<file path="src/rtl/md_unit_pkg.sv">
// Shared definitions for the iterative multiply/divide unit.
// Holds the operation codes and FSM state encoding.
package md_unit_pkg;

  localparam logic [1:0] MD_MULT  = 2'b00;
  localparam logic [1:0] MD_MULTU = 2'b01;
  localparam logic [1:0] MD_DIV   = 2'b10;
  localparam logic [1:0] MD_DIVU  = 2'b11;

  typedef enum logic [1:0] {
    MdIdle = 2'b00,
    MdCalc = 2'b01,
    MdFix  = 2'b10
  } md_state_e;

  // Opcode bit 0 clear means signed; bit 1 set means divide.
  function automatic logic md_is_signed(input logic [1:0] op);
    return ~op[0];
  endfunction

endpackage

</file>
<file path="src/rtl/md_negate.sv">
// Combinational conditional two's-complement negation.
module md_negate #(
  parameter int unsigned Width = 32
) (
  input  logic [Width-1:0] in_i,
  input  logic             en_i,
  output logic [Width-1:0] out_o
);

  assign out_o = en_i ? ((~in_i) + Width'(1)) : in_i;

endmodule

</file>
<file path="src/rtl/md_unit.sv">
// Iterative multiply/divide unit owning the HI/LO registers.
// Shift-add multiply and restoring divide on magnitudes, sign fix-up in a final cycle.
module md_unit
  import md_unit_pkg::*;
#(
  parameter int unsigned Width = 32,
  parameter int unsigned CntW  = 5
) (
  input  logic             clk_i,
  input  logic             rst_i,
  input  logic             start_i,
  input  logic [1:0]       md_op_i,
  input  logic [Width-1:0] bus_a_i,
  input  logic [Width-1:0] bus_b_i,
  input  logic             hi_we_i,
  input  logic             lo_we_i,
  input  logic [Width-1:0] wr_data_i,
  output logic             busy_o,
  output logic             done_o,
  output logic             div_zero_o,
  output logic [Width-1:0] hi_o,
  output logic [Width-1:0] lo_o
);

  md_state_e          state_q, state_d;
  logic [1:0]         op_q, op_d;
  logic [CntW-1:0]    count_q, count_d;
  logic [Width-1:0]   opa_q, opa_d;
  logic [Width-1:0]   opb_q, opb_d;
  logic [Width-1:0]   orig_a_q, orig_a_d;
  logic [2*Width-1:0] acc_q, acc_d;
  logic [Width-1:0]   rem_q, rem_d;
  logic               psign_q, psign_d;
  logic               rsign_q, rsign_d;
  logic               dz_flag_q, dz_flag_d;
  logic [Width-1:0]   hi_q, hi_d;
  logic [Width-1:0]   lo_q, lo_d;
  logic               done_q, done_d;
  logic               dz_out_q, dz_out_d;

  logic               in_signed;
  logic [Width-1:0]   mag_a, mag_b;
  logic [2*Width-1:0] prod_fix;
  logic [Width-1:0]   quot_fix, rem_fix;
  logic [Width:0]     mul_sum;
  logic [Width:0]     div_shift;
  logic [Width-1:0]   div_diff;
  logic               div_ge;

  assign in_signed = md_is_signed(md_op_i);

  md_negate #(.Width(Width)) u_neg_a (
    .in_i  (bus_a_i),
    .en_i  (in_signed & bus_a_i[Width-1]),
    .out_o (mag_a)
  );

  md_negate #(.Width(Width)) u_neg_b (
    .in_i  (bus_b_i),
    .en_i  (in_signed & bus_b_i[Width-1]),
    .out_o (mag_b)
  );

  md_negate #(.Width(2 * Width)) u_neg_prod (
    .in_i  (acc_q),
    .en_i  (psign_q),
    .out_o (prod_fix)
  );

  md_negate #(.Width(Width)) u_neg_quot (
    .in_i  (acc_q[Width-1:0]),
    .en_i  (psign_q),
    .out_o (quot_fix)
  );

  md_negate #(.Width(Width)) u_neg_rem (
    .in_i  (rem_q),
    .en_i  (rsign_q),
    .out_o (rem_fix)
  );

  // Multiply: acc holds {partial product, remaining multiplier bits}.
  assign mul_sum   = {1'b0, acc_q[2*Width-1:Width]} + (acc_q[0] ? {1'b0, opa_q} : '0);
  // Divide: acc[Width-1:0] shifts dividend bits out and quotient bits in.
  assign div_shift = {rem_q, acc_q[Width-1]};
  assign div_ge    = div_shift >= {1'b0, opb_q};
  assign div_diff  = div_shift[Width-1:0] - opb_q;

  always_comb begin
    state_d   = state_q;
    op_d      = op_q;
    count_d   = count_q;
    opa_d     = opa_q;
    opb_d     = opb_q;
    orig_a_d  = orig_a_q;
    acc_d     = acc_q;
    rem_d     = rem_q;
    psign_d   = psign_q;
    rsign_d   = rsign_q;
    dz_flag_d = dz_flag_q;
    hi_d      = hi_q;
    lo_d      = lo_q;
    done_d    = 1'b0;
    dz_out_d  = 1'b0;

    unique case (state_q)
      MdIdle: begin
        if (start_i) begin
          op_d      = md_op_i;
          opa_d     = mag_a;
          opb_d     = mag_b;
          orig_a_d  = bus_a_i;
          psign_d   = in_signed & (bus_a_i[Width-1] ^ bus_b_i[Width-1]);
          rsign_d   = in_signed & bus_a_i[Width-1];
          dz_flag_d = md_op_i[1] & (bus_b_i == '0);
          acc_d     = md_op_i[1] ? {{Width{1'b0}}, mag_a} : {{Width{1'b0}}, mag_b};
          rem_d     = '0;
          count_d   = '0;
          state_d   = MdCalc;
        end else begin
          if (hi_we_i) hi_d = wr_data_i;
          if (lo_we_i) lo_d = wr_data_i;
        end
      end
      MdCalc: begin
        if (op_q[1]) begin
          rem_d = div_ge ? div_diff : div_shift[Width-1:0];
          acc_d = {acc_q[2*Width-1:Width], acc_q[Width-2:0], div_ge};
        end else begin
          acc_d = {mul_sum, acc_q[Width-1:1]};
        end
        count_d = count_q + CntW'(1);
        if (count_q == CntW'(Width - 1)) state_d = MdFix;
      end
      MdFix: begin
        if (!op_q[1]) begin
          {hi_d, lo_d} = prod_fix;
        end else if (dz_flag_q) begin
          hi_d = orig_a_q;
          lo_d = '1;
        end else begin
          hi_d = rem_fix;
          lo_d = quot_fix;
        end
        done_d   = 1'b1;
        dz_out_d = dz_flag_q;
        state_d  = MdIdle;
      end
      default: state_d = MdIdle;
    endcase
  end

  always_ff @(posedge clk_i) begin
    if (rst_i) begin
      state_q   <= MdIdle;
      op_q      <= MD_MULT;
      count_q   <= '0;
      opa_q     <= '0;
      opb_q     <= '0;
      orig_a_q  <= '0;
      acc_q     <= '0;
      rem_q     <= '0;
      psign_q   <= 1'b0;
      rsign_q   <= 1'b0;
      dz_flag_q <= 1'b0;
      hi_q      <= '0;
      lo_q      <= '0;
      done_q    <= 1'b0;
      dz_out_q  <= 1'b0;
    end else begin
      state_q   <= state_d;
      op_q      <= op_d;
      count_q   <= count_d;
      opa_q     <= opa_d;
      opb_q     <= opb_d;
      orig_a_q  <= orig_a_d;
      acc_q     <= acc_d;
      rem_q     <= rem_d;
      psign_q   <= psign_d;
      rsign_q   <= rsign_d;
      dz_flag_q <= dz_flag_d;
      hi_q      <= hi_d;
      lo_q      <= lo_d;
      done_q    <= done_d;
      dz_out_q  <= dz_out_d;
    end
  end

  assign busy_o     = (state_q != MdIdle);
  assign done_o     = done_q;
  assign div_zero_o = dz_out_q;
  assign hi_o       = hi_q;
  assign lo_o       = lo_q;

endmodule

</file>
<file path="config.mk">
export PLATFORM = sky130hd
export DESIGN_NAME = md_unit
export DESIGN_NICKNAME = d
export VERILOG_FILES = /design/src/rtl/md_unit_pkg.sv /design/src/rtl/md_negate.sv /design/src/rtl/md_unit.sv
export SDC_FILE = /design/constraint.sdc
export NUM_CORES = 1
export LEC_CHECK = 0
export CORE_UTILIZATION = 46
export DETAILED_ROUTE_END_ITERATION = 8
export GPL_TIMING_DRIVEN = 0
export PLACE_DENSITY = 0.74
export RECOVER_POWER = 50
export SLEW_MARGIN = 40
export SYNTH_ARGS = -nofsm -noshare
export SYNTH_HDL_FRONTEND = slang
export SYNTH_SLANG_ARGS = --single-unit
</file>
<file path="constraint.sdc">
create_clock -name clk_i -period 6.15 [get_ports clk_i]
set_input_delay 0.9225 -clock clk_i [delete_from_list [all_inputs] [get_ports clk_i]]
set_output_delay 0.9225 -clock clk_i [all_outputs]
set_load 0.01 [all_outputs]
</file>
==> results of run 1 <==
==> cells by family (layout without fill, tap and decap cells) <==
| kind of cell | Yosys count | count (layout) | share of synthesized area (%) |
|---|---|---|---|
| buffers and inverters | 224 | 448 | 4.81 |
| DFF | 268 | 268 | 30.0 |
| muxes | 57 | 57 | 3.21 |
| adders and majority gates | 72 | 72 | 5.12 |
| AOI/OAI and AO/OA | 762 | 762 | 27.9 |
| xor gates and xnor gates | 199 | 199 | 9.74 |
| and+or+nand+nor | 737 | 737 | 19.2 |
| other | 0 | 1 | 0 |
==> registers in the layout, summed over array words and instances, names as in the netlist <==
name,count
acc_q,64
count_q,5
div_zero_o,1
done_o,1
dz_flag_q,1
hi_o,32
lo_o,32
op_q,1
opa_q,32
opb_q,32
orig_a_q,31
psign_q,1
rem_q,32
rsign_q,1
state_q,2
==> per-layer routing <==
layer,global-route usage [%],wire (µm),vias up
met5,0,0,-
met4,19.4,4540,0
met3,8.03,9630,229
met2,57.1,32000,1368
met1,53.8,32700,9341
li1,-,-,8854
==> how the worst min path moves through the flow <==
| stage | start | end | slack [ns] | depth (start not counted) |
|---|---|---|---|---|
| 6_report | lo_o[6]$_SDFFE_PP0P_ | lo_o[6]$_SDFFE_PP0P_ | 0.45 | 2 |
| 5_1_grt | lo_o[12]$_SDFFE_PP0P_ | lo_o[12]$_SDFFE_PP0P_ | 0.46 | 2 |
| 4_1_cts | lo_o[6]$_SDFFE_PP0P_ | lo_o[6]$_SDFFE_PP0P_ | 0.46 | 2 |
| 3_5_place_dp | lo_o[12]$_SDFFE_PP0P_ | lo_o[12]$_SDFFE_PP0P_ | 0.45 | 2 |
| 3_3_place_gp | orig_a_q[27]$_SDFFE_PP0P_ | orig_a_q[27]$_SDFFE_PP0P_ | 0.44 | 2 |
| 2_1_floorplan | opa_q[20]$_SDFFE_PP0P_ | opa_q[20]$_SDFFE_PP0P_ | 0.43 | 2 |
==> final cells by class <==
type,instances,share of cell area (%)
Multi-Input combinational cell,1827,54.9
Timing Repair Buffer,168,7.90
Antenna cell,1,0.0118
Inverter,64,1.13
Tap cell,511,3.00
Sequential cell,268,25.2
Clock inverter,14,0.788
Buffer,160,2.92
Clock buffer,42,4.17
==> where the power goes <==
group / switching (µW) / internal (µW)
Combinational: 687 / 367
Clock: 794 / 1130
Sequential: 101 / 1830
Total: 1580 / 3330
==> cell usage after synthesis (19+ instances only) <==
master / instances / area share, %
o31ai_1: 41 / 1.7
nand2_1: 286 / 6.0
or4_1: 25 / 1.0
and2_1: 42 / 1.5
ha_1: 70 / 4.9
clkbuf_1: 133 / 2.8
nor3_1: 31 / 0.87
a21o_1: 24 / 1.0
o221ai_1: 32 / 1.6
mux2i_1: 54 / 3.0
inv_1: 63 / 1.3
nor2b_1: 25 / 0.87
a21oi_1: 233 / 6.5
o21ai_0: 132 / 3.7
xnor2_1: 111 / 5.4
nor2_1: 189 / 4.0
nand3_1: 30 / 0.84
o211ai_1: 19 / 0.80
nand2b_1: 21 / 0.73
dfxtp_1: 268 / 30
a211oi_1: 106 / 4.4
xor2_1: 88 / 4.3
==> critical path, stage by stage (launching register included) <==
cell and delay [ns]:
dfxtp_1 0.30, clkbuf_1 0.25, or4_1 0.64, nor3_1 0.73, nand4_1 0.49, or2_4 0.41, or4_4 0.42, buf_6 0.15
or3_1 0.32, mux2i_1 0.51, o21ai_1 0.13, a32o_1 0.26
==> stage by stage <==
stage,power (µW),utilization [%],instances,hold slack [ns],area (µm²)
CTS,4860,56.1,3054,0.455,21300
global placement,2970,53.3,2998,0.443,20200
floorplan,2520,-,2319,0.432,17900
global route,5030,56.1,3054,0.459,21300
finish,4920,56.1,3055,0.450,21300
detailed placement,2980,53.3,2998,0.447,20200
==> reports/qor.yml, run 1 <==
status: "complete, no violations"
clkTransAtPathRegs_ns: 0.06
r2r-start: "acc_q[6]$_SDFFE_PP0P_"
hpwl_um: 64000
route.vias.total: 19800
rsz0062_at_grt: "false"
syn_to_final_growth_pct: 18.9
cp.arrival_ns: 5.18
io_buffers: 168
final_common_cell: "nand2_1"
fillers: 3605
grt_pass1_vias: 18000
antenna_found_initial: 2
ys_seq_elements: 268
cts_resized: 0
clock.fmax_mhz: 212
grt_start_max_net_pins: 15
worstHoldPathType: "reg -> reg"
place.gp.congestion: 1.03
max-slew-margin-rel_pct: 31.0
criticalPathCategory: "reg -> reg"
drive_gt1_share_pct: 3.38
setup_ws_ns: 1.44
finClkSkew_ns: 0.0128
p_leak_uw: 0.00814
crit_start: "acc_q[6]$_SDFFE_PP0P_"
grt_usage_pct: 39.0
wire_per_inst_um: 25.8
hold_viol: 0
coreArea_um2: 37900
r2r_end: "hi_o[27]$_SDFFE_PP0P_"
worstSetupEndpoint: "hi_o[27]$_SDFFE_PP0P_"
grt_first_pass_wirelength_um: 114000
period_share_pct: 76.5
htree_levels: 1
r2r_slack_ns: 1.44
crit_path_max_fanout: 8
synth_nets: 2494
ys.flop_type: "dfxtp_1"
cts_hold_buf: 0
final_cell_mix: "nand2_1, dfxtp_1, a21oi_1, nor2_1, clkbuf_1"
nNetsFinal: 2694
worstPathRequired_ns: 6.62
multi_input_area_um2: 11700
synth_edf_count: 0
first_pass_iters: 6
drt-initial-drc-count: 2347
start_util_pct: 47.2
post_cts_buffers: 0
yosysSeqAreaShare_pct: 30.0
pre_cts_slack_ns: 1.37
die_y_um: 199
grt-ovfl-total: 0
ys.warnings.count: 0
clkLatencyLatePin_ns: 0.58
clock_path_buffers: 3
peakVddDrop_mv: 0.218
powerDensity_nw_per_um2: 231
setup_viol: 0
drc: 0
syn_inst: 2319
worstMarginPinSlew_ns: 1.03
syn_area_um2: 17900
rr_worst_depth: 11
slew_viol_final: 0
rows: 71
root_buffer: "clkbuf_16"
drtAntennaViolNets: 0
viasPerCell: 6.48
finalSetupTns_ns: 0
cp-start-kind: "flop"
register_area_um2: 5370
pin_count: 170
wirelength_um: 78800
numCtsBuffers: 30
cp-end-kind: "flop"
clkSinkCount: 268
die_area_um2: 39700
die_w_um: 199
ys_types: 81
avgSynthCellArea_um2: 7.72
cts_tree: "built"
ys_async_sr_fraction_pct: 0
period_needed_ns: 4.71
cap_violations: 0
(Power assumes the default switching activity.)
==> run 2: changes to the inputs <==
--- a/config.mk
+++ b/config.mk
@@ -8,7 +8,7 @@
 export CORE_UTILIZATION = 46
 export DETAILED_ROUTE_END_ITERATION = 8
 export GPL_TIMING_DRIVEN = 0
-export PLACE_DENSITY = 0.74
+export PLACE_DENSITY = 0.77
 export RECOVER_POWER = 50
 export SLEW_MARGIN = 40
 export SYNTH_ARGS = -nofsm -noshare
==> constraint.sdc (replaced) <==
create_clock -name clk_i -period 3.75 [get_ports clk_i]
set_input_delay 0.5625 -clock clk_i [delete_from_list [all_inputs] [get_ports clk_i]]
set_output_delay 0.5625 -clock clk_i [all_outputs]
set_load 0.01 [all_outputs]
==> run 2 against run 1 <==
- the run now ends with setup timing left
- clock skew rose by 0.028 ns
- cell count rose by 0.33%
- power rose by 64%
- clock power rose by 61%
- utilization rose by 0.99 points
- largest cell class unchanged
- sequential power rose by 64%
- worst setup slack got worse by 1.5 ns
- register-to-register slack got worse by 1.5 ns
- global-route usage rose by 0.13 points
- count of clock-buffer cells in the layout fell by 5
==> reports/qor.yml, run 2 (synthesis gave the netlist of run 1 again) <==
crit_path_max_fanout: 7  # was 8
clkLatencyLatePin_ns: 0.61  # was 0.58 ns
setup_viol: 2  # was 0
numCtsBuffers: 30  # unchanged
hold_viol: 0  # unchanged
p_leak_uw: 0.00826  # was 0.00814 µW
die_area_um2: 39700  # unchanged
viasPerCell: 6.47  # was 6.48
drtAntennaViolNets: 0  # unchanged
drive_gt1_share_pct: 5.72  # was 3.38%
syn_to_final_growth_pct: 21.0  # was 18.9%
nNetsFinal: 2708  # was 2,694
rsz0062_at_grt: "true"  # was false
cts_tree: "built"  # unchanged
max-slew-margin-rel_pct: 34.0  # was 31.0%
setup_ws_ns: -0.0232  # was 1.44 ns
io_buffers: 168  # unchanged
n_antenna_cell: 0  # was 1
die_w_um: 199  # unchanged
worstMarginPinSlew_ns: 0.989  # was 1.03 ns
clock.fmax_mhz: 265  # was 212 MHz
max_stage_delay_ns: 0.57  # was 0.73 ns
final_common_cell: "nand2_1"  # unchanged
status: "finished, violations left"  # was complete, no violations
cp-end-kind: "flop"  # unchanged
multi_input_area_um2: 12000  # was 11,700 µm²
crit_top_cell: "or4_4"
period_needed_ns: 3.77  # was 4.71 ns
first_pass_iters: 6  # unchanged
finClkSkew_ns: 0.0406  # was 0.0128 ns
largest_register_ffs: 64  # unchanged
route.vias.total: 19800  # about the same
worstPathRequired_ns: 4.22  # was 6.62 ns
slew_viol_final: 0  # unchanged
register_area_um2: 5370  # about the same
start_util_pct: 47.2  # unchanged
worstHoldPathType: "reg -> reg"  # unchanged
design_power_total_uw: 8050  # was 4920 µW
clock_path_buffers: 3  # unchanged
root_buffer: "clkbuf_16"  # unchanged
grt_start_max_net_pins: 16  # was 15
cp-start-kind: "flop"  # unchanged
grt_usage_pct: 39.1  # was 39.0%
hpwl_um: 63900  # was 64,000 µm
htree_levels: 1  # unchanged
rows: 71  # unchanged
drt-initial-drc-count: 2219  # was 2,347
clkSinkCount: 268  # unchanged
grt_first_pass_wirelength_um: 114000  # about the same
powerDensity_nw_per_um2: 372  # was 231 nW/µm²
wire_per_inst_um: 25.8  # about the same
finish.instance_area_um2: 21700  # was 21,300 µm²
grt_pass1_vias: 18000  # about the same
wirelength_um: 79200  # was 78,800 µm
antenna_found_initial: 0  # was 2
violations: "setup timing"
clkTransAtPathRegs_ns: 0.06  # about the same
final_cell_mix: "nand2_1, dfxtp_1, a21oi_1, nor2_1, clkbuf_1"  # unchanged
fin_cells: 3065  # was 3,055
crit_slowest_cell: "or4_4"  # was nor3_1
dpl.cell_count: 2998  # unchanged
drc: 0  # unchanged
grt-ovfl-total: 0  # unchanged
criticalPathCategory: "reg -> reg"  # unchanged
peakVddDrop_mv: 0.347  # was 0.218 mV
die_y_um: 199  # unchanged
cp.arrival_ns: 4.24  # was 5.18 ns
pre_cts_slack_ns: -0.787  # was 1.37 ns
cap_violations: 0  # unchanged
pin_count: 170  # unchanged
fillers: 3509  # was 3,605
placed_area_um2: 20200  # about the same
period_share_pct: 101  # was 76.5%
worstPathCellList: "or4_4 > or4_4 > or3b_1 > or2_4 > or4_4 > buf_6 > or3_1 > mux2i_4 > o21ai_2 > a32o_1"  # was clkbuf_1 > or4_1 > nor3_1 > nand4_1 > or2_4 > or4_4 > buf_6 > or3_1 > mux2i_1 > o21ai_1 > a32o_1
largest_register: "acc_q"  # unchanged
place.gp.congestion: 1.06  # was 1.03
coreArea_um2: 37900  # unchanged
run 2: cell types whose count changed in the layout (fill, tap and decap cells not counted), sizes merged:
cell,previous run,this run
clkbuf,184,182
dlygate4sd3,68,69
clkinv,6,9
clkdlybuf4s50,100,99
buf,18,29
inv,66,65
diode,1,0
run 2: path summary, 6_finish.rpt:
kind / startpoint / depth (start not counted) / slack, ns / endpoint
setup reg to reg: acc_q[36]$_SDFFE_PP0P_ / 10 / -0.02 / hi_o[27]$_SDFFE_PP0P_
hold / removal: lo_o[1]$_SDFFE_PP0P_ / 2 / 0.45 / lo_o[1]$_SDFFE_PP0P_
hold reg to reg: lo_o[1]$_SDFFE_PP0P_ / 2 / 0.45 / lo_o[1]$_SDFFE_PP0P_
setup / recovery: acc_q[36]$_SDFFE_PP0P_ / 10 / -0.02 / hi_o[27]$_SDFFE_PP0P_
run 2: critical path: cells and delay by family (launching register included):
kind	cells	cell delay [ns]
AND/OR/NAND/NOR	6	2.49
flip-flops	1	0.39
AO/OA/AOI/OAI	2	0.36
multiplexers	1	0.25
buffers and inverters	1	0.15
run 2: final cells by class:
cell class	instances	share of cell area, %
clock inverters	16	0.872
inverters	64	1.11
multi-input cells	1827	55.2
clock buffers	37	3.82
repair buffers	183	8.31
flip-flops and latches	268	24.8
well taps	511	2.95
plain buffers	159	2.95
run 2: metrics by stage:
step / utilization, % / TNS (ns) / hold WS, ns
6_report: 57.1 / -0.0411 / 0.450
5_1_grt: 57.1 / -0.0936 / 0.473
4_1_cts: 56.5 / -0.0333 / 0.454
3_5_place_dp: 53.4 / -27.63 / 0.446
3_3_place_gp: 53.3 / -45.59 / 0.439
2_1_floorplan: - / 0 / 0.432
run 2: layer usage:
layer,track usage (%),wire length [µm],vias up
met5,0,0,-
met4,20.6,4280,0
met3,7.71,9550,216
met2,55.3,31700,1287
met1,55.4,33700,9463
li1,-,-,8875
run 2: where the power goes:
group	switching [µW]	internal [µW]
clock network	1320	1770
registers	174	3010
logic	1140	631
total	2630	5410
run 2: timing repair:
action                                  CTS  global route
gates resized for setup                  29            37
pin swaps                                 6             6
endpoints found under the setup margin   61            49
hold buffers                              0             0
setup buffers                             7             8
==> run 3: changes to the inputs <==
==> constraint.sdc (replaced) <==
create_clock -name clk_i -period 3.1 [get_ports clk_i]
set_input_delay 0.465 -clock clk_i [delete_from_list [all_inputs] [get_ports clk_i]]
set_output_delay 0.465 -clock clk_i [all_outputs]
set_load 0.01 [all_outputs]
==> run 3 against run 2 <==
- combinational power is 31% higher
- critical path type unchanged
- first-iteration DRC count is 7.6% higher
- via count is 2.0% higher
- clock skew is 0.019 ns lower
- sequential share of layout area is 1.5 points lower
- power is 25% higher
- die area stayed put
- largest power group unchanged
- the flow still finishes with violations (setup timing)
- clock power is 25% higher
==> reports/qor.yml, run 3 (synthesis gave the netlist of run 1 again) <==
grt_pass1_vias: 18500  # was 18.0k
htree_levels: 1  # unchanged
coreArea_um2: 37900  # unchanged
first_pass_iters: 6  # unchanged
clkLatencyLatePin_ns: 0.60  # was 0.61 ns
wirelength_um: 84900  # was 79,200 µm
viasPerCell: 6.52  # was 6.47
die_y_um: 199  # unchanged
clkSinkCount: 268  # unchanged
worstPathCellList: "or4_4 > or4_4 > or3b_1 > or2_4 > or4_4 > or3_4 > mux2i_4 > o21ai_2 > a32o_1"  # was or4_4 > or4_4 > or3b_1 > or2_4 > or4_4 > buf_6 > or3_1 > mux2i_4 > o21ai_2 > a32o_1
finClkSkew_ns: 0.0213  # was 0.0406 ns
root_buffer: "clkbuf_16"  # unchanged
grt_start_max_net_pins: 16  # unchanged
p_leak_uw: 0.00879  # was 0.00826 µW
hold_start: "bus_a_i[0]"  # was lo_o[1]$_SDFFE_PP0P_
nNetsFinal: 2746  # was 2,708
design_power_total_uw: 10100  # was 8050 µW
clock_path_buffers: 3  # unchanged
combPwrFrac_pct: 23.1  # was 22.0%
antenna_found_initial: 2  # was 0
crit_path_max_fanout: 5  # was 7
finish.instance_area_um2: 23200  # was 21,700 µm²
clock_power_share_pct: 38.4  # was 38.5%
peakVddDrop_mv: 0.437  # was 0.347 mV
setup_ws_ns: -0.487  # was -0.0232 ns
worstPathRequired_ns: 3.57  # was 4.22 ns
largest_register_ffs: 64  # unchanged
die_area_um2: 39700  # unchanged
io_buffers: 168  # unchanged
crit_start: "acc_q[38]$_SDFFE_PP0P_"  # was acc_q[36]$_SDFFE_PP0P_
n_antenna_cell: 0  # unchanged
cp.arrival_ns: 4.06  # was 4.24 ns
crit_slowest_cell: "or4_4"  # unchanged
hold_viol: 0  # unchanged
hpwl_um: 66100  # was 63,900 µm
cp-start-kind: "flop"  # unchanged
worst-path-buf-inv: 0  # was 1
worstHoldPathType: "in -> reg"  # was reg -> reg
swShare_pct: 32.9  # was 32.7%
criticalPathCategory: "reg -> reg"  # unchanged
period_share_pct: 116  # was 101%
powerDensity_nw_per_um2: 434  # was 372 nW/µm²
p_seq_share_pct: 38.5  # was 39.5%
rsz0062_at_grt: "true"  # unchanged
placed_area_um2: 20300  # was 20,200 µm²
cap_violations: 0  # unchanged
drt-initial-drc-count: 2387  # was 2,219
cts_tree: "built"  # unchanged
r2r-start: "acc_q[38]$_SDFFE_PP0P_"  # was acc_q[36]$_SDFFE_PP0P_
p_int_uw: 6750  # was 5410 µW
rows: 71  # unchanged
period_needed_ns: 3.59  # was 3.77 ns
clock.fmax_mhz: 279  # was 265 MHz
setup_viol: 92  # was 2
grt-ovfl-total: 0  # unchanged
die_w_um: 199  # unchanged
max_stage_delay_ns: 0.49  # was 0.57 ns
cp-end-kind: "flop"  # unchanged
start_util_pct: 47.2  # unchanged
final_cell_mix: "nand2_1, dfxtp_1, a21oi_1, nor2_1, clkbuf_1"  # unchanged
largest_register: "acc_q"  # unchanged
wire_per_inst_um: 27.3  # was 25.8 µm
crit_top_cell: "or4_4"  # unchanged
status: "finished, violations left"  # unchanged
worstMarginPinSlew_ns: 1.01  # was 0.989 ns
numCtsBuffers: 31  # was 30
drive_gt1_share_pct: 13.2  # was 5.72%
grt_usage_pct: 41.5  # was 39.1%
route.vias.total: 20200  # was 19.8k
cp_top_family: "simple AND/OR/NAND/NOR gates"  # unchanged
drtAntennaViolNets: 0  # unchanged
max-slew-margin-rel_pct: 32.7  # was 34.0%
drc: 0  # unchanged
clkTransAtPathRegs_ns: 0.07  # was 0.06 ns
pin_count: 170  # unchanged
fillers: 3434  # was 3,509
power.switching_uw: 3310  # was 2630 µW
syn_to_final_growth_pct: 29.6  # was 21.0%
grt_first_pass_wirelength_um: 121000  # was 114,000 µm
slew_viol_final: 0  # unchanged
violations: "setup timing"  # unchanged
final_common_cell: "nand2_1"  # unchanged
place.gp.congestion: 1.06  # about the same
run 3: changes by cell type in the layout (fill, tap and decap cells not counted), sizes merged:
cell and delta:
bufinv +1, dlymetal6s2s +4, clkbuf -22, clkinvlp +3, inv -1, buf +58
clkdlybuf4s50 -2, dlygate4sd3 -2
run 3: worst min-delay path, stage by stage:
cell            delay (ns)
dlymetal6s2s_1        0.21
nand2_1               0.09
a21oi_1               0.06
run 3: per-stage QoR:
stage	instances	setup TNS (ns)	util, %	setup slack [ns]	hold slack, ns
floorplan	2319	-0.598	-	-0.234	0.432
finish	3104	-12.49	61.1	-0.487	0.274
global placement	2998	-99.01	53.5	-1.23	0.441
global route	3104	-18.77	61.1	-0.509	0.279
CTS	3092	-4.59	59.7	-0.437	0.454
detailed placement	2998	-103.86	53.5	-1.24	0.446
run 3: timing repair:
action,CTS,global route
pin swaps,67,48
resized for setup,203,111
setup buffers,47,14
hold buffers,0,0
setup endpoints to repair,180,115
run 3: cell type report:
cell class	instances	area [µm²]	share of cell area (%)
multi-input cells	1827	13000	56.3
repair buffers	230	2160	9.33
plain buffers	149	634	2.74
clock inverters	19	221	0.955
flip-flops and latches	268	5400	23.3
clock buffers	36	835	3.60
inverters	64	245	1.06
well taps	511	639	2.76
run 3: path summary, 6_finish.rpt:
path / end / slack [ns] / depth (start not counted)
setup / recovery: hi_o[27]$_SDFFE_PP0P_ / -0.49 / 9
hold / removal: opa_q[0]$_SDFFE_PP0P_ / 0.27 / 3
setup reg to reg: hi_o[27]$_SDFFE_PP0P_ / -0.49 / 9
hold reg to reg: lo_o[5]$_SDFFE_PP0P_ / 0.45 / 2
run 3: metal layers:
metal / wire length, µm / vias to the layer above / part of all wire (%) / track usage, %
met5: 0 / - / 0 / 0
met4: 4690 / 0 / 5.5 / 19.5
met3: 10100 / 242 / 12 / 7.90
met2: 34600 / 1412 / 41 / 60.4
met1: 35500 / 9631 / 42 / 58.7
li1: - / 8961 / - / -
run 3: power groups by stage:
stage | Combinational, µW | Clock, µW | Sequential, µW
after floorplan | 1180 | 0 | 3830
after global placement | 2020 | 0 | 3910
after detailed placement | 2030 | 0 | 3910
after CTS | 2190 | 3850 | 3860
after global routing | 2430 | 4000 | 3880
final | 2320 | 3860 | 3880
==> edit 1 (config.mk and constraints of run 3) <==
The parameter `CntW` goes from 5 to 6.
--- a/src/rtl/md_unit.sv
+++ b/src/rtl/md_unit.sv
@@ -4,7 +4,7 @@
   import md_unit_pkg::*;
 #(
   parameter int unsigned Width = 32,
-  parameter int unsigned CntW  = 5
+  parameter int unsigned CntW  = 6
 ) (
   input  logic             clk_i,
   input  logic             rst_i,
Behaviour: no difference found for any inputs over 4 cycles, from zero or initial values and one cycle with rst_i high; that may be too few to reach the edited logic, so the function may still have changed.
==> edit 1 against run 3 <==
- the run still ends with negative setup slack left
- fmax rose by 13%
- cell count is 1.6% higher
- global-route usage fell by 2.9 points
- power up 0.62%
- wire length is 3.2% lower
- die area up 1.7%
- setup slack improved by 0.42 ns
- final area about the same
- sequential cell count grew 1
- synthesized area is 1.7% higher
==> edit 1: results (changes against run 3) <==
==============================================================================
Status                                                            finished with violations
Failing checks                                                    negative setup slack
Count of filler cells inserted in the layout                              3520   +2.5%
Biggest register                                                         acc_q
Vias in the first global route                                           18621   +0.83%
Number of unique standard cell types used by synthesis                      76   -6.2%
Slowest stage delay, CP                                                0.41 ns   -0.08 ns
Maximum fanout encountered on the critical timing path                       7   +2
Hold worst-path end                                               orig_a_q[19]
Total vias in the final route                                            20310   +0.32%
Maximum vdd drop                                                     0.4239 mV   -3.1%
Finish-stage setup viols                                                    17   -82%
Proportion of layout cells with a drive suffix above 1                  12.89%   -0.26 points
Placed wire-length estimate                                           64.44 mm   -2.5%
Worst flop-to-flop path endpoint                                      rem_q[6]
Largest net degree at the start of global routing                           17   +1
R2r worst-path depth                                                        14   +5
Number of flip-flops under the largest register name                        64   unchanged
Top post-synthesis cells by count                                 294 x nand2_1, 269 x dfxtp_1, 244 x a21oi_1
Number of nets in the synthesized netlist                                 2564   +2.8%
Most frequently used cell type in the post-synthesis netlist           nand2_1
Largest delay contributor family on the critical path             compound AO/OA/AOI/OAI gates
Final Skew                                                          0.02746 ns   +0.006155 ns
P_leak                                                                8.849 nW   +0.68%
Antenna cells                                                                0   unchanged
Met3 Use GR                                                             7.549%   -0.35 points
Slowest CP cell                                                        a311o_1
Largest cells by area after synthesis                             dfxtp_1 30%, a21oi_1 6.7%, nand2_1 6.1%, xnor2_1 5.2%, ha_1 4.7%
Met2 Track Usage GR                                                     57.50%   -2.9 points
Number of DRC violations after detailed-routing iteration 0               2429   +1.8%
Sequential cell area fraction in the yosys report                       29.59%   -0.40 points
Netlist area before placement                                     0.01820 mm^2   +1.7%
Origin of the worst min-delay path                                 bus_a_i[19]
Number of detailed-route iterations in the first pass                        9   +3
Setup slack after layout                                           -0.06895 ns   +0.4184 ns
Total Routed Length                                                   82.16 mm   -3.2%
Setup TNS                                                           -0.4963 ns   +11.99 ns
Worst setup timing slack at the placement stage                     -0.8303 ns   +0.4142 ns
Final Net Count                                                           2787   +1.5%
Last weighted congestion value of the routability-driven placer          1.072   +0.84%
Placed cell areas                                                 0.02054 mm^2   +1.3%
Reg2Reg Launch Point                                                  opb_q[6]
Wire length of the first global-routing pass                          118.5 mm   -2.1%
Fraction of met1 tracks used by global routing                          52.93%   -5.7 points
Global-route total usage across every layer                             38.67%   -2.9 points
Max transition margin                                                   27.69%   -5.0 points
Antenna violations before repair                                             2   unchanged
Type of the most critical hold path                                  in -> reg
==============================================================================
edit 1: per-layer routing:
| metal | up-vias | wire (um) |
|---|---|---|
| met5 | - | 12 |
| li1 | 9117 | - |
| met4 | 2 | 4792 |
| met2 | 1339 | 34390 |
| met1 | 9615 | 33430 |
| met3 | 237 | 9540 |
edit 1: tightest hold or removal path, cell delays in order:
cell	delay, ns
dlymetal6s2s_1	0.20
nand2_1	0.10
a21oi_1	0.06
edit 1: where the power goes:
| group | switching [mW] | internal (mW) |
|---|---|---|
| sequential | 0.239 | 3.65 |
| combinational | 1.56 | 0.881 |
| clock | 1.63 | 2.16 |
edit 1: timing repair:
action,CTS,global route
gates resized for setup,166,154
pin swaps,37,59
setup buffers,21,16
endpoints found under the hold margin,0,0
setup endpoints to repair,95,87
gates cloned,1,2
edit 1: logic make-up (layout without fill, tap and decap cells):
family	after synthesis	after routing	synth area share (%)
XOR/XNOR	199	199	9.576
multiplexers	56	56	3.128
buffers and inverters	238	485	4.977
flip-flops	269	269	29.59
AO/OA/AOI/OAI	790	790	28.30
AND/OR/NAND/NOR	767	767	19.47
adder cells (fa/ha/maj)	71	71	4.963
edit 1: layout make-up:
cell class / count / area share, %
plain buffers: 149 / 2.848
clock buffers: 38 / 3.543
clock inverters: 19 / 0.9330
inverters: 73 / 1.235
multi-input cells: 1883 / 56.46
flip-flops and latches: 269 / 23.36
well taps: 518 / 2.794
repair buffers: 206 / 8.823
edit 1: per-stage QoR:
stage | hold slack, ns | instances | util (%)
floorplan | 0.4312 | 2390 | -
detailed placement | 0.4344 | 3076 | 52.91
CTS | 0.4439 | 3146 | 57.82
global placement | 0.4376 | 3076 | 52.89
global route | 0.2739 | 3155 | 59.75
finish | 0.2639 | 3155 | 59.75
==> edit 2 (config.mk and constraints of run 3) <==
Made on the original files. The 3 states of `md_state_e` get a one-hot encoding in 3 bits.
--- a/src/rtl/md_unit_pkg.sv
+++ b/src/rtl/md_unit_pkg.sv
@@ -7,10 +7,10 @@
   localparam logic [1:0] MD_DIV   = 2'b10;
   localparam logic [1:0] MD_DIVU  = 2'b11;
 
-  typedef enum logic [1:0] {
-    MdIdle = 2'b00,
-    MdCalc = 2'b01,
-    MdFix  = 2'b10
+  typedef enum logic [2:0] {
+    MdIdle = 3'b001,
+    MdCalc = 3'b010,
+    MdFix  = 3'b100
   } md_state_e;
 
   // Opcode bit 0 clear means signed; bit 1 set means divide.
Behaviour: same outputs for any inputs over 4 cycles, from zero or initial values and one cycle with rst_i high; so few cycles prove little.
==> edit 2 against run 3 <==
- the flow still finishes with violations (negative setup slack)
- cell count grew 1.5%
- setup slack gained 0.41 ns
- via count grew 2.1%
- synthesized cell count grew 2.2%
- synthesized area grew 2.4%
- wire length shrank 0.99%
- power shrank 0.86%
- die area grew 2.3%
- first-iteration DRC count grew 8.5%
- sequential cell count grew 1
- final area grew 0.29%
- critical endpoint is now rem_q[15]
- largest power group unchanged
==> edit 2: results (changes against run 3) <==
==============================================================================
Status                                                            finished with violations
Failing checks                                                    negative setup slack
Setup TNS                                                           -0.8422 ns   +11.64 ns
Hold worst-path end                                               orig_a_q[18]
Largest cells by area after synthesis                             dfxtp_1 29%, nand2_1 5.9%, a21oi_1 5.7%, xnor2_1 5.5%, ha_1 4.8%
Count of filler cells inserted in the layout                              3526   +2.7%
Worst flop-to-flop path endpoint                                     rem_q[15]
Final Skew                                                          0.01603 ns   -0.005270 ns
Vias in the first global route                                           18724   +1.4%
Number of flip-flops under the largest register name                        64   unchanged
Number of placed instances, taps included                                 3055   +1.9%
Depth of the worst hold-timing path                                          3   unchanged
Total Routed Length                                                   84.02 mm   -0.99%
Sequential cell area fraction in the yosys report                       29.40%   -0.58 points
Most common cell after layout, fill and taps aside                     nand2_1
Number of DRC violations after detailed-routing iteration 0               2589   +8.5%
Synthesized area per cell                                           7.728 um^2   +0.16%
Primary flip-flop cell chosen by synthesis mapping                     dfxtp_1
Number of detailed-route iterations in the first pass                        6   unchanged
Type of the most critical hold path                                  in -> reg
Maximum vdd drop                                                     0.4836 mV   +11%
Proportion of layout cells with a drive suffix above 1                  12.55%   -0.60 points
Number of buffers inserted by port buffering                               167   -0.60%
Placed wire-length estimate                                           65.24 mm   -1.2%
Mean routed wirelength per cell                                       26.67 um   -2.5%
Final Net Count                                                           2787   +1.5%
Number of nets in the synthesized netlist                                 2545   +2.0%
Slew at the pin closest to its max-slew limit                        0.9393 ns   -0.06996 ns
Top post-synthesis cells by count                                 287 x nand2_1, 269 x dfxtp_1, 209 x a21oi_1
Deepest level of the CTS H-tree                                              1   unchanged
Largest net degree at the start of global routing                           15   -1
Setup slack after layout                                           -0.07377 ns   +0.4136 ns
Number of unique standard cell types used by synthesis                      85   +4.9%
P_leak                                                                8.781 nW   about the same
Origin of the worst min-delay path                                 bus_a_i[18]
R2r worst-path depth                                                        13   +4
Antenna violations before repair                                             2   unchanged
Vias per std cell                                                        6.560   +0.57%
Wire length of the first global-routing pass                          120.6 mm   -0.37%
Global-route total usage across every layer                             39.18%   -2.4 points
Hold WS                                                              0.4092 ns   +0.1356 ns
Later-pin clock latency in the skew report                             0.57 ns   -0.03 ns
Last weighted congestion value of the routability-driven placer          1.071   +0.74%
Finish-stage setup viols                                                    33   -64%
Reg2Reg Launch Point                                                  rem_q[8]
Maximum fanout encountered on the critical timing path                       7   +2
==============================================================================
edit 2: cell count changes in the layout (fill, tap and decap cells not counted), moves of 13 or more:
cell,change
nor3_1,+30
a21oi_1,-16
a32oi_1,-15
nor2b_1,-13
mux2i_1,+22
dfxtp_1,-15
clkbuf_1,+20
o21ai_0,-18
nor2_1,+13
edit 2: metrics by stage:
stage | utilization (%) | worst slack, ns | area (um^2)
after detailed placement | 53.13 | -1.166 | 20670
final | 59.76 | -0.07377 | 23260
after global placement | 53.05 | -1.158 | 20650
after global routing | 59.74 | -0.09765 | 23250
after CTS | 57.35 | -0.01151 | 22320
after floorplan | - | -0.05484 | 18330
edit 2: routing by layer:
metal	track usage [%]	wire [um]	part of all wire [%]	vias up
li1	-	-	-	9090
met2	59.00	35440	42	1461
met3	6.592	10000	12	255
met4	20.86	5250	6.2	0
met5	0	0	0	-
met1	53.37	33330	40	9864
edit 2: critical path: stages (launching register included):
cell       delay (ns)
dfxtp_4          0.39
ha_4             0.27
buf_6            0.09
and3_4           0.21
nand3_4          0.08
a211oi_4         0.33
o21ai_2          0.14
a41oi_4          0.30
a31oi_4          0.16
o31ai_2          0.31
buf_6            0.23
clkbuf_16        0.18
mux2i_1          0.22
o21ai_1          0.11
edit 2: cell type report:
class,count,share of cell area [%]
antenna,3,0.03228
buffer,154,2.959
clock buffer,47,3.895
clock inverter,4,0.3120
inverter,68,1.098
multi-input combinational,1871,56.31
sequential,269,23.45
tap,518,2.787
timing repair buffer,217,9.162
edit 2: timing repair:
item                       CTS  global route
hold endpoints to repair     0             0
pin swaps                   23            38
setup endpoints to repair  213            93
gates cloned                 0             4
buffers inserted            21            25
resized for setup          106           176
edit 2: power breakdown:
| part | internal, mW | total (mW) | switching, mW |
|---|---|---|---|
| Sequential | 3.66 | 3.87 | 0.209 |
| Clock | 2.14 | 3.64 | 1.49 |
| Combinational | 0.926 | 2.47 | 1.54 |
edit 2: cell families after synthesis:
family,after synthesis,share of synthesized area [%]
AOI/OAI and AO/OA,715,25.84
xor gates and xnor gates,192,9.182
adders and majority gates,72,5.001
buffers and inverters,230,4.823
DFF,269,29.40
muxes,82,4.509
and+or+nand+nor,810,21.24
edit 2: worst max path at each step:
stage,from,end,slack (ns),depth (start not counted)
3_5_place_dp,acc_q[31],rem_q[11],-1.17,13
5_1_grt,acc_q[0],acc_q[62],-0.1,12
4_1_cts,acc_q[5],hi_o[26],-0.01,10
3_3_place_gp,acc_q[31],rem_q[11],-1.16,13
6_report,rem_q[8],rem_q[15],-0.07,13
2_1_floorplan,acc_q[0],acc_q[63],-0.05,14
